==> config.mk <==
export PLATFORM = sky130hd
export DESIGN_NAME = basilisk_register_scoreboard
export DESIGN_NICKNAME = d
export VERILOG_FILES = /design/src/rtl/basilisk_register_scoreboard_pkg.sv /design/src/rtl/basilisk_scoreboard_counter.sv /design/src/rtl/basilisk_register_scoreboard.sv
export SDC_FILE = /design/constraint.sdc
export NUM_CORES = 1
export LEC_CHECK = 0
export BUFFER_PORTS_ARGS = -buffer_cell sky130_fd_sc_hd__buf_4
export CORE_UTILIZATION = 64
export CTS_CLUSTER_DIAMETER = 120
export DETAILED_ROUTE_END_ITERATION = 7
export HOLD_SLACK_MARGIN = 0.15
export PLACE_DENSITY = 0.91
export SLEW_MARGIN = 20
export SYNTH_ARGS = -nofsm -noshare
export SYNTH_HDL_FRONTEND = slang
export SYNTH_HIERARCHICAL = 1
export SYNTH_SLANG_ARGS = --single-unit
==> constraint.sdc <==
create_clock -name clk -period 3.5 [get_ports clk]
set_input_delay 0 -clock clk [delete_from_list [all_inputs] [get_ports clk]]
set_output_delay 0 -clock clk [all_outputs]
set_load 0.01 [all_outputs]
==> src/rtl/basilisk_register_scoreboard_pkg.sv <==
// Shared types and constants for the basilisk floating-point/vector register scoreboard.
package basilisk_register_scoreboard_pkg;

   localparam int BASILISK_SCOREBOARD_COUNTER_WIDTH = 2;
   localparam int BASILISK_NUM_REGS = 32;

   typedef logic [4:0] basilisk_reg_addr_t;
   typedef logic [BASILISK_SCOREBOARD_COUNTER_WIDTH-1:0] basilisk_scoreboard_count_t;

endpackage

==> src/rtl/basilisk_scoreboard_counter.sv <==
// Outstanding-write counter for one register: one reservation in, up to N releases out per cycle.
module basilisk_scoreboard_counter #(
   parameter int WIDTH = 2,
   parameter int DEC_W = 2
) (
   input  logic             clk,
   input  logic             rst,
   input  logic             inc,
   input  logic [DEC_W-1:0] dec,
   input  logic             clear,
   output logic [WIDTH-1:0] count,
   output logic             zero,
   output logic             full,
   output logic             underflow
);

   localparam int SUM_W = WIDTH + 2;
   localparam logic [WIDTH-1:0] MAX = '1;

   logic [WIDTH-1:0]        count_q;
   logic signed [SUM_W-1:0] next_sum;

   always_comb begin
      next_sum = $signed(SUM_W'(count_q)) + $signed(SUM_W'(inc)) - $signed(SUM_W'(dec));
   end

   // A flush wins over the release, so it never reports an underflow.
   assign underflow = !clear && next_sum[SUM_W-1];

   always_ff @(posedge clk) begin
      if (rst || clear) begin
         count_q <= '0;
      end else if (underflow) begin
         count_q <= '0;
      end else if (next_sum > $signed(SUM_W'(MAX))) begin
         count_q <= MAX;
      end else begin
         count_q <= next_sum[WIDTH-1:0];
      end
   end

   assign count = count_q;
   assign zero  = (count_q == '0);
   assign full  = (count_q == MAX);

endmodule

==> src/rtl/basilisk_register_scoreboard.sv <==
// Pending-write scoreboard: decode reserves a register at issue, writeback ports release it.
module basilisk_register_scoreboard
   import basilisk_register_scoreboard_pkg::*;
#(
   parameter int NUM_REGS        = BASILISK_NUM_REGS,
   parameter int COUNTER_WIDTH   = BASILISK_SCOREBOARD_COUNTER_WIDTH,
   parameter int WRITEBACK_PORTS = 2,
   localparam int ADDR_W         = $clog2(NUM_REGS)
) (
   input  logic                              clk,
   input  logic                              rst,
   input  logic                              issue_valid,
   output logic                              issue_ready,
   input  logic [ADDR_W-1:0]                 issue_reg,
   input  logic [WRITEBACK_PORTS-1:0]        writeback_valid,
   input  logic [WRITEBACK_PORTS*ADDR_W-1:0] writeback_reg,
   input  logic                              clear,
   input  logic [ADDR_W-1:0]                 rd_addr,
   input  logic [ADDR_W-1:0]                 rs1_addr,
   input  logic [ADDR_W-1:0]                 rs2_addr,
   input  logic [ADDR_W-1:0]                 rs3_addr,
   output logic                              rd_status,
   output logic                              rs1_status,
   output logic                              rs2_status,
   output logic                              rs3_status,
   output logic                              busy_any,
   output logic                              underflow_error
);

   localparam int DEC_W = $clog2(WRITEBACK_PORTS + 1);

   logic [NUM_REGS-1:0]      zero;
   logic [NUM_REGS-1:0]      full;
   logic [NUM_REGS-1:0]      underflow;
   logic [NUM_REGS-1:0]      inc;
   logic [DEC_W-1:0]         dec    [NUM_REGS];
   logic [COUNTER_WIDTH-1:0] counts [NUM_REGS];
   logic                     accept;
   logic                     underflow_q;

   // Handshake: a reservation is taken on issue_valid && issue_ready; ready looks only at
   // the registered count of issue_reg, never at issue_valid or same-cycle releases.
   assign issue_ready = !full[issue_reg];
   assign accept      = issue_valid && issue_ready;

   always_comb begin
      for (int r = 0; r < NUM_REGS; r++) begin
         dec[r] = '0;
         for (int p = 0; p < WRITEBACK_PORTS; p++) begin
            if (writeback_valid[p] && (writeback_reg[p*ADDR_W +: ADDR_W] == ADDR_W'(r))) begin
               dec[r] = dec[r] + DEC_W'(1);
            end
         end
      end
   end

   for (genvar r = 0; r < NUM_REGS; r++) begin : g_reg
      assign inc[r] = accept && (issue_reg == ADDR_W'(r));

      basilisk_scoreboard_counter #(
         .WIDTH (COUNTER_WIDTH),
         .DEC_W (DEC_W)
      ) u_counter (
         .clk       (clk),
         .rst       (rst),
         .inc       (inc[r]),
         .dec       (dec[r]),
         .clear     (clear),
         .count     (counts[r]),
         .zero      (zero[r]),
         .full      (full[r]),
         .underflow (underflow[r])
      );
   end

   always_ff @(posedge clk) begin
      if (rst) begin
         underflow_q <= 1'b0;
      end else if (|underflow) begin
         underflow_q <= 1'b1;
      end
   end

   always_comb begin
      busy_any = 1'b0;
      for (int r = 0; r < NUM_REGS; r++) begin
         busy_any = busy_any | (counts[r] != '0);
      end
   end

   assign underflow_error = underflow_q;
   assign rd_status       = zero[rd_addr];
   assign rs1_status      = zero[rs1_addr];
   assign rs2_status      = zero[rs2_addr];
   assign rs3_status      = zero[rs3_addr];

endmodule

==> results of run 1 <==
-- per-layer routing --
| layer | vias up | global-route usage (%) | share of wire [%] |
|---|---|---|---|
| met3 | 164 | 9.799 | 12 |
| met1 | 4018 | 44.48 | 36 |
| met4 | 0 | 23.24 | 6.3 |
| met2 | 645 | 60.80 | 46 |
| met5 | - | 0 | 0 |
| li1 | 3723 | - | - |
-- where the power goes --
group | switching (W) | internal, W
clock network | 0.000355 | 0.000555
logic | 0.000480 | 0.000374
registers | 0.0000553 | 0.000784
-- flip-flops by register name (all words and copies together) (netlist names) --
name	flops
g.u_counter/count	64
underflow_error	1
-- logic make-up (layout without fill, tap and decap cells) --
| logic type | after synthesis | count (layout) | synth area share, % |
|---|---|---|---|
| flops | 65 | 65 | 13.40 |
| mux | 60 | 60 | 11.27 |
| fa+ha+maj | 192 | 192 | 29.68 |
| simple gates | 371 | 371 | 25.80 |
| buf+inv | 253 | 309 | 10.24 |
| xor+xnor | 32 | 32 | 2.885 |
| compound gates | 75 | 75 | 6.736 |
-- metrics by stage --
stage / hold slack (ns) / area (sq um) / total power, W / utilization, % / worst slack (ns)
2_1_floorplan: 0.06907 / 9714 / 0.001391 / - / 0.6899
3_3_place_gp: 0.4035 / 10290 / 0.001627 / 69.98 / 0.1641
3_5_place_dp: 0.4139 / 10290 / 0.001664 / 69.98 / 0.2382
4_1_cts: 0.3872 / 10590 / 0.002574 / 72.05 / 0.2156
5_1_grt: 0.4341 / 10590 / 0.002696 / 72.05 / 0.04073
6_report: 0.4117 / 10590 / 0.002603 / 72.05 / 0.1449
-- Yosys cell counts, types with 4 or more instances --
cell       number
inv_1         228
ha_1          128
nor2_1        106
dfxtp_1        65
a221oi_1       64
fa_1           64
nor3b_1        41
mux4_2         37
and2_1         32
nand3b_4       32
or2_1          32
xor2_1         32
nor4_1         28
nor3_1         27
clkbuf_1       17
nand2_1        14
nand2b_1       14
mux2_2         12
mux2i_1        10
nor2b_1         8
nand3_1         7
nand4_1         7
and3_1          5
buf_6           5
a2111oi_0       4
nand3b_1        4
nand4b_1        4
-- cell type report --
class	instances	area, sq um	share of cell area, %
clock inverter	2	10.01	0.09452
timing repair buffer	65	490.5	4.631
multi-input combinational	730	7418	70.05
sequential	65	1301	12.29
tap	184	230.2	2.174
inverter	228	855.8	8.081
clock buffer	14	284.0	2.682
-- critical path: stages (launching register included) --
cell and delay [ns]:
dfxtp_1 0.36, and2_1 0.21, mux4_2 0.48, mux2i_1 0.24
nor4b_1 0.43, ha_1 0.33, nand3b_4 0.10, nor3b_1 0.15
or4_1 0.60, nor4_1 0.22, a21oi_1 0.11
-- how the worst max path moves through the flow --
stage                                 startpoint              end  slack, ns  cells after the start
detailed placement  g_reg[10].u_counter/count[1]  underflow_error       0.24                     10
global placement    g_reg[11].u_counter/count[1]  underflow_error       0.16                     10
global route        g_reg[10].u_counter/count[1]  underflow_error       0.04                     10
CTS                 g_reg[10].u_counter/count[1]  underflow_error       0.22                     10
finish              g_reg[10].u_counter/count[1]  underflow_error       0.14                     10
floorplan            g_reg[3].u_counter/count[1]  underflow_error       0.69                     11
==> impl_metrics.json, run 1 <==
{
  "status": "complete, but fails checks",
  "violations": "DRC",
  "ant_nets": 0,
  "max-clock-path-buffers": 2,
  "area_growth_pct": 9.016,
  "final_common_cell": "inv_1",
  "slew_headroom_pct": 43.47,
  "drive_gt1_share_pct": 15.13,
  "finalCritPeriodShare_pct": 95.86,
  "rsz0062_at_grt": "false",
  "slew_viol_final": 0,
  "antenna_found_initial": 0,
  "hold_viol": 0,
  "synth.cell_area_sq_um": 9714,
  "firstDrtPassIters": 8,
  "drt_first_iter_violations": 1191,
  "io_pins": 48,
  "hold_end": "rd_status",
  "start_kind": "flop",
  "dr_total_vias": 8550,
  "synth-edff-count": 0,
  "crit_fanout": 5,
  "finalSetupViolations": 0,
  "nFillCells": 1017,
  "max-cap-violations": 0,
  "required_ns": 3.72,
  "hold_path.class": "in -> out",
  "insertion_delay_ns": 0.35,
  "ys_seq_elements": 65,
  "worst-setup-path-type": "reg -> reg",
  "cp.arrival_ns": 3.58,
  "cp-end-kind": "flop",
  "final_nets": 1332,
  "numPortBuffers": 47,
  "synth.top_cell.area_share_pct": 16.49,
  "mostFrequentLayoutCells": "228 x inv_1, 128 x ha_1, 106 x nor2_1, 65 x dfxtp_1",
  "post_cts_resize_count": 0,
  "synthTopCellsByArea": "ha_1 16%, dfxtp_1 13%, fa_1 13%, inv_1 8.8%, mux4_2 8.6%",
  "worst_pin_slew_ns": 0.8403,
  "min_path_cells": 4,
  "r2r_setup_slack_ns": 0.14,
  "skew_ns": 0.007275,
  "setup_tns_ns": 0,
  "cts_tree": "yes",
  "root_buffer": "clkbuf_16",
  "die_y_um": 125.2,
  "hpwl_mm": 22.24,
  "overflow": 0,
  "clock_sinks": 65,
  "drc": 26,
  "async_flop_share_pct": 0,
  "yosysUniqueCellTypes": 44,
  "cts_setup_buffers": 0,
  "drt_wl_total_mm": 28.28,
  "ir_worst_vdd_v": 0.0002384,
  "yosys.area.top_type": "ha_1",
  "cts_buffers": 9,
  "routed_via_density": 6.638,
  "initial_utilization_pct": 66.09,
  "rr_startpoint": "g_reg[10].u_counter/count[1]",
  "grt_usage_pct": 37.44,
  "dieWidth_um": 125.2,
  "synth_area_per_cell_sq_um": 9.269,
  "clk_pin_slew_worst_paths_ns": 0.06,
  "layout.cells.non_filler": 1288,
  "grt_pass1_vias": 8820,
  "p_leak_nw": 5.663,
  "grt_max_degree": 65,
  "grt_pass1_wl_mm": 45.28,
  "core.rowCount": 44,
  "power_density_nw_per_um2": 245.8,
  "reg2reg_to": "underflow_error",
  "synth_nets": 1281,
  "reg2regPathDepth": 10,
  "period_minus_slack_ns": 3.355,
  "max_freq_ghz": 0.2981,
  "diodes": 0,
  "cts_max_level": 3,
  "ys.flop_type": "dfxtp_1",
  "drt-wirelength-per-cell_um": 21.96,
  "cts_hold_buf": 1,
  "hold_start": "rd_addr[3]",
  "ys_seq_area_share_pct": 13.40,
  "dieArea_sq_um": 15680,
  "place_inst": 1271,
  "ys.warnings.count": 6,
  "gp_congestion": 1.082,
  "core_sq_um": 14700,
  "synthCells": 1048
}
Note: power is estimated with default switching activity, not from simulation.
==> run 2, diff against run 1 <==
Settings changed: SYNTH_HIERARCHICAL 1 to default.
==> run 2 against run 1 <==
Net effect: the run ends with DRC, setup timing left; critical path type unchanged; sequential share of layout area rose by 1.6 points; largest power group unchanged; design area is 11% lower; critical path depth rose by 5; global-route usage grew 4.1 points.
==> impl_metrics.json, run 2 <==
{
  "synth_nets": 1178,
  "seqCellArea_sq_um": 1306,
  "cpMaxStageDelayCell": "a221oi_1",
  "r2r_setup_slack_ns": -0.11,
  "ys_seq_area_share_pct": 15.70,
  "synth_common_cells": "128 x ha_1, 109 x a21oi_1, 109 x nor2_1, 98 x inv_1, 65 x dfxtp_1",
  "routed_via_density": 6.882,
  "power_density_nw_per_um2": 237.9,
  "crit_family": "compound AO/OA/AOI/OAI gates",
  "power_frac_seq_pct": 34.5,
  "power_frac_clock_pct": 41.4,
  "ys_seq_elements": 65,
  "synth_top_family_by_area": "adder cells",
  "io_pins": 48,
  "cp.arrival_ns": 3.85,
  "drt-wirelength-per-cell_um": 22.33,
  "path_buf_inv": 3,
  "worst-setup-path-type": "reg -> reg",
  "yosys.area_share.simple_pct": 18.69,
  "place_area_sq_um": 9005,
  "period_minus_slack_ns": 3.607,
  "die_y_um": 115.8,
  "diodes": 0,
  "finalCritPeriodShare_pct": 103.1,
  "rr_startpoint": "g_reg[3].u_counter.count[0]",
  "endpoint": "underflow_error",
  "dieArea_sq_um": 13410,
  "root_buffer": "clkbuf_16",
  "synth_area_per_cell_sq_um": 8.770,
  "max_freq_ghz": 0.2772,
  "power_w": 0.002233,
  "max-cap-violations": 0,
  "dr_total_vias": 8196,
  "status": "complete, but fails checks",
  "cp-end-kind": "flop",
  "hpwl_mm": 19.75,
  "grt_pass1_wl_mm": 41.42,
  "mostFrequentLayoutCells": "128 x ha_1, 109 x a21oi_1, 108 x nor2_1, 98 x inv_1, 86 x buf_4",
  "ant_nets": 0,
  "max-clock-path-buffers": 2,
  "p_int_w": 0.001543,
  "nFillCells": 879,
  "synth-edff-count": 0,
  "drive_gt1_share_pct": 13.94,
  "hold_start": "clear",
  "yosys.area.top_type": "ha_1",
  "overflow": 0,
  "core_sq_um": 12620,
  "finalSetupViolations": 1,
  "synthCells": 945,
  "violations": "DRC, setup timing",
  "start_kind": "flop",
  "p_sw_w": 0.0006904,
  "initial_utilization_pct": 65.68,
  "multiInputGateArea_sq_um": 6516,
  "comb_power_share_pct": 24.0,
  "area_growth_pct": 13.28,
  "ys.warnings.count": 0,
  "cts_max_level": 3,
  "muxShareOfSynthArea_pct": 8.454,
  "critPathMaxStageDelay_ns": 0.54,
  "firstDrtPassIters": 8,
  "clk_pin_slew_worst_paths_ns": 0.06,
  "slew_viol_final": 0,
  "yosysUniqueCellTypes": 45,
  "clock_sinks": 65,
  "reg2regPathDepth": 15,
  "ys.flop_type": "dfxtp_1",
  "final_nets": 1247,
  "cp-startpoint": "g_reg[3].u_counter.count[0]",
  "drc": 16,
  "worst-path-stages": 15,
  "async_flop_share_pct": 0,
  "drt_first_iter_violations": 1289,
  "synthXorXnorAreaFrac_pct": 3.382,
  "fin_ws_ns": -0.1072,
  "synth.cell_area_sq_um": 8288,
  "slew_headroom_pct": 55.07,
  "crit_chain": "nand3_1 > o21ai_0 > a221oi_1 > a32oi_2 > buf_12 > nor4_1 > ha_1 > inv_1 > ha_1 > nor2_1 > a21oi_1 > nor4_1 > buf_4 > nand4_1 > o31a_1",
  "cts_tree": "yes",
  "hold_path.class": "in -> reg",
  "largest_reg_flops": 64,
  "p_sw_share_pct": 30.91,
  "grt_pass1_vias": 8203,
  "cts_setup_buffers": 0,
  "cts_buffers": 9,
  "synth_compound_area_share_pct": 12.45,
  "hold_slack_ns": 0.2749,
  "synth.top_cell.area_share_pct": 19.32,
  "grt_max_degree": 33,
  "p_leak_nw": 3.889,
  "worst_pin_slew_ns": 0.6714,
  "synth.most_common_cell": "ha_1",
  "numPortBuffers": 47,
  "crit_fanout": 16,
  "synth_fa_ha_area_share_pct": 34.78,
  "skew_ns": 0.006084,
  "insertion_delay_ns": 0.35,
  "final_common_cell": "ha_1",
  "dieWidth_um": 115.8,
  "gp_congestion": 0.9865,
  "grt_usage_pct": 41.51,
  "ir_worst_vdd_v": 0.0002829,
  "fin_area_sq_um": 9389,
  "drt_wl_total_mm": 26.60,
  "hold_viol": 0,
  "core.rowCount": 41,
  "reg2reg_to": "underflow_error",
  "synthTopCellsByArea": "ha_1 19%, dfxtp_1 16%, fa_1 15%, a21oi_1 6.6%, mux4_1 6.3%",
  "antenna_found_initial": 1,
  "required_ns": 3.74
}
[run 2: cell count changes in the layout (fill, tap and decap cells not counted), moves of 33 or more]
cell / before / now
mux4_2: 37 / 4
o21ai_0: 0 / 40
a21oi_1: 1 / 109
a221oi_1: 64 / 1
inv_1: 228 / 98
[run 2: what timing repair did]
action	4_1_cts	5_1_grt
resized for setup	2	18
hold buffers	2	0
endpoints found under the setup margin	1	1
pin swaps	0	2
gates cloned	0	0
endpoints found under the hold margin	1	0
[run 2: how the worst min path moves through the flow]
stage                                   endpoint  slack (ns)  cells after the start
floorplan                        underflow_error        0.15                      2
detailed placement               underflow_error        0.29                      3
global route         g_reg[8].u_counter.count[1]        0.31                      5
CTS                 g_reg[18].u_counter.count[1]        0.28                      5
global placement                 underflow_error        0.29                      3
finish              g_reg[18].u_counter.count[1]        0.27                      5
[run 2: worst register-to-register path: cells and delay by family (launching register included)]
family          cells  cell delay, ns
fa+ha+maj           2            0.45
buf+inv             3            0.45
compound gates      5            1.21
simple gates        5            1.07
flops               1            0.32
[run 2: logic make-up (layout without fill, tap and decap cells)]
| kind of cell | after synthesis | after routing |
|---|---|---|
| compound gates | 187 | 187 |
| buf+inv | 131 | 205 |
| flops | 65 | 65 |
| simple gates | 306 | 306 |
| fa+ha+maj | 192 | 192 |
| mux | 32 | 32 |
| xor+xnor | 32 | 32 |
[run 2: metrics by stage]
| stage | setup TNS, ns | worst slack [ns] | util [%] | instances |
|---|---|---|---|---|
| after global placement | 0 | 0.1073 | 71.36 | 1173 |
| after detailed placement | -0.04132 | -0.04132 | 71.36 | 1173 |
| after floorplan | 0 | 0.2063 | - | 945 |
| after global routing | -0.04613 | -0.04613 | 74.40 | 1191 |
| after CTS | 0 | 0.005639 | 73.90 | 1191 |
| final | -0.1072 | -0.1072 | 74.40 | 1191 |
[run 2: power groups by stage]
stage                     combinational, W  sequential [W]  clock, W
after floorplan                   0.000303        0.000791         0
after global placement            0.000479        0.000785         0
after detailed placement          0.000498        0.000786         0
after CTS                         0.000508        0.000771  0.000910
after global routing              0.000575        0.000773  0.000943
final                             0.000537        0.000772  0.000925
[run 2: layout make-up]
cell class | count | share of cell area, %
clock buffers | 13 | 2.665
well taps | 172 | 2.292
repair buffers | 89 | 7.303
multi-input cells | 749 | 69.40
clock inverters | 3 | 0.4264
flip-flops and latches | 65 | 13.91
inverters | 100 | 3.998
[run 2: layer usage]
metal  vias to the layer above  routed length, um  GRT usage, %
met5                         -                 13             0
met4                         2               2030         27.44
met2                       692              11780         64.56
met1                      3763               9112         48.45
li1                       3508                  -             -
met3                       231               3668         14.80
==> run 3, diff against run 2 <==
Settings changed: PLACE_DENSITY 0.91 to 0.9.
==> run 3 against run 2 <==
Net effect: the flow still finishes with violations (DRC, setup timing); sequential share of layout area is 0.19 points lower; design area is 1.7% higher; worst hold slack worse by 0.0074 ns; count of clock-buffer cells in the layout stayed put; non-clock buffer count is 8 higher; die area stayed put; setup slack better by 0.026 ns; sequential cell count stayed put; final cell count is 0.59% higher; critical path type unchanged; largest cell class unchanged; largest power group unchanged.
==> impl_metrics.json, run 3 (synthesized netlist as in run 2, its figures left out) <==
{
  "drt-wirelength-per-cell_um": 23.64,
  "io_pins": 48,
  "diodes": 0,
  "core_sq_um": 12620,
  "cp-end-kind": "flop",
  "power_frac_seq_pct": 33.2,
  "initial_utilization_pct": 65.68,
  "finalSetupViolations": 1,
  "r2r_setup_slack_ns": -0.08,
  "grt_usage_pct": 42.69,
  "final_common_cell": "ha_1",
  "power_w": 0.002329,
  "grt_max_degree": 33,
  "gp_congestion": 1.027,
  "clock_sinks": 65,
  "skew_ns": 0.01044,
  "grt_pass1_vias": 8138,
  "drt_wl_total_mm": 28.32,
  "hold_viol": 0,
  "hold_end": "g_reg[18].u_counter.count[1]",
  "drt_first_iter_violations": 1580,
  "nFillCells": 857,
  "period_minus_slack_ns": 3.581,
  "worst_pin_slew_ns": 0.7453,
  "power_frac_clock_pct": 42.9,
  "start_kind": "flop",
  "die_y_um": 115.8,
  "area_growth_pct": 15.22,
  "fin_area_sq_um": 9549,
  "overflow": 0,
  "worst-setup-path-type": "reg -> reg",
  "drc": 2,
  "numPortBuffers": 47,
  "top_layer": "met4",
  "dieWidth_um": 115.8,
  "p_leak_nw": 3.975,
  "drive_gt1_share_pct": 16.76,
  "clk_pin_slew_worst_paths_ns": 0.06,
  "max_freq_ghz": 0.2792,
  "wl_met3_mm": 4.051,
  "mostFrequentLayoutCells": "128 x ha_1, 108 x a21oi_1, 107 x nor2_1, 98 x inv_1, 94 x buf_4",
  "p_sw_share_pct": 31.04,
  "hold_start": "clear",
  "core.rowCount": 41,
  "required_ns": 3.74,
  "antenna_found_initial": 0,
  "grt_pass1_wl_mm": 42.19,
  "final_nets": 1255,
  "dieArea_sq_um": 13410,
  "comb_power_share_pct": 24.0,
  "p_int_w": 0.001606,
  "insertion_delay_ns": 0.36,
  "min_path_cells": 5,
  "cts_buffers": 9,
  "root_buffer": "clkbuf_16",
  "cp.arrival_ns": 3.82,
  "largest_reg_flops": 64,
  "rr_startpoint": "g_reg[17].u_counter.count[0]",
  "slew_viol_final": 0,
  "crit_fanout": 3,
  "fin_ws_ns": -0.08136,
  "p_sw_w": 0.0007230,
  "reg2reg_to": "underflow_error",
  "dr_total_vias": 8329,
  "status": "complete, but fails checks",
  "reg2regPathDepth": 14,
  "routed_via_density": 6.952,
  "cts_max_level": 3,
  "setup_tns_ns": -0.08136,
  "finalCritPeriodShare_pct": 102.3,
  "hpwl_mm": 19.92,
  "firstDrtPassIters": 8,
  "violations": "DRC, setup timing",
  "hold_path.class": "in -> reg",
  "routedLengthMet1_mm": 9.366,
  "slew_headroom_pct": 50.31,
  "ant_nets": 0,
  "max-clock-path-buffers": 2,
  "wl_met2_mm": 12.27,
  "ir_worst_vdd_v": 0.0002912,
  "max-cap-violations": 0,
  "power_density_nw_per_um2": 243.9,
  "cts_tree": "yes",
  "place_area_sq_um": 9030
}
[run 3: cell type report]
type	count	area [sq um]	area share, %
clock inverters	2	35.03	0.3669
multi-input cells	749	6596	69.08
flip-flops and latches	65	1310	13.72
repair buffers	97	737.0	7.718
clock buffers	13	280.3	2.935
inverters	100	375.4	3.931
well taps	172	215.2	2.254
[run 3: timing repair]
item,in CTS,in global routing
endpoints found under the setup margin,1,1
cloned,0,0
endpoints found under the hold margin,1,0
hold buffers,2,0
gates resized for setup,3,39
pin swaps,0,7
buffers inserted,0,3
[run 3: how the worst max path moves through the flow]
| stage | from | to | slack, ns | cells after the start |
|---|---|---|---|---|
| floorplan | g_reg[17].u_counter.count[1] | underflow_error | 0.21 | 12 |
| global placement | g_reg[10].u_counter.count[1] | underflow_error | 0.09 | 12 |
| detailed placement | g_reg[17].u_counter.count[0] | underflow_error | 0.07 | 12 |
| CTS | g_reg[10].u_counter.count[0] | underflow_error | 0.05 | 13 |
| global route | g_reg[17].u_counter.count[0] | underflow_error | -0.21 | 12 |
| finish | g_reg[17].u_counter.count[0] | underflow_error | -0.08 | 14 |
[run 3: critical path: stages (launching register included)]
cell and delay, ns:
dfxtp_1 0.33, nand2_1 0.09, o21ai_1 0.31, a22oi_1 0.20, a32oi_2 0.35, buf_4 0.18
buf_4 0.14, nor4_2 0.04, ha_1 0.22, fa_1 0.50, nor3b_1 0.25, o21ai_1 0.16
nor3_1 0.19, nand4_1 0.20, o31a_1 0.29
[run 3: per-stage QoR]
| stage | hold slack, ns | setup WS (ns) | instances | utilization [%] |
|---|---|---|---|---|
| after detailed placement | 0.3014 | 0.06802 | 1178 | 71.55 |
| after CTS | 0.2436 | 0.04877 | 1195 | 74.29 |
| after global placement | 0.3014 | 0.08975 | 1178 | 71.55 |
| after global routing | 0.2960 | -0.2148 | 1198 | 75.67 |
| final | 0.2674 | -0.08136 | 1198 | 75.67 |
| after floorplan | 0.1549 | 0.2063 | 945 | - |
[run 3: routing by layer]
layer / vias up / global-route usage, %
li1: 3516 / -
met1: 3789 / 48.04
met2: 760 / 63.97
met3: 264 / 18.41
met4: 0 / 32.31
met5: - / 1.852
[run 3: power groups by stage]
stage               clock network [W]  logic, W  registers, W
CTS                          0.000970  0.000512      0.000770
floorplan                           0  0.000303      0.000791
global placement                    0  0.000479      0.000785
global route                  0.00102  0.000594      0.000773
finish                       0.000999  0.000558      0.000772
detailed placement                  0  0.000499      0.000786
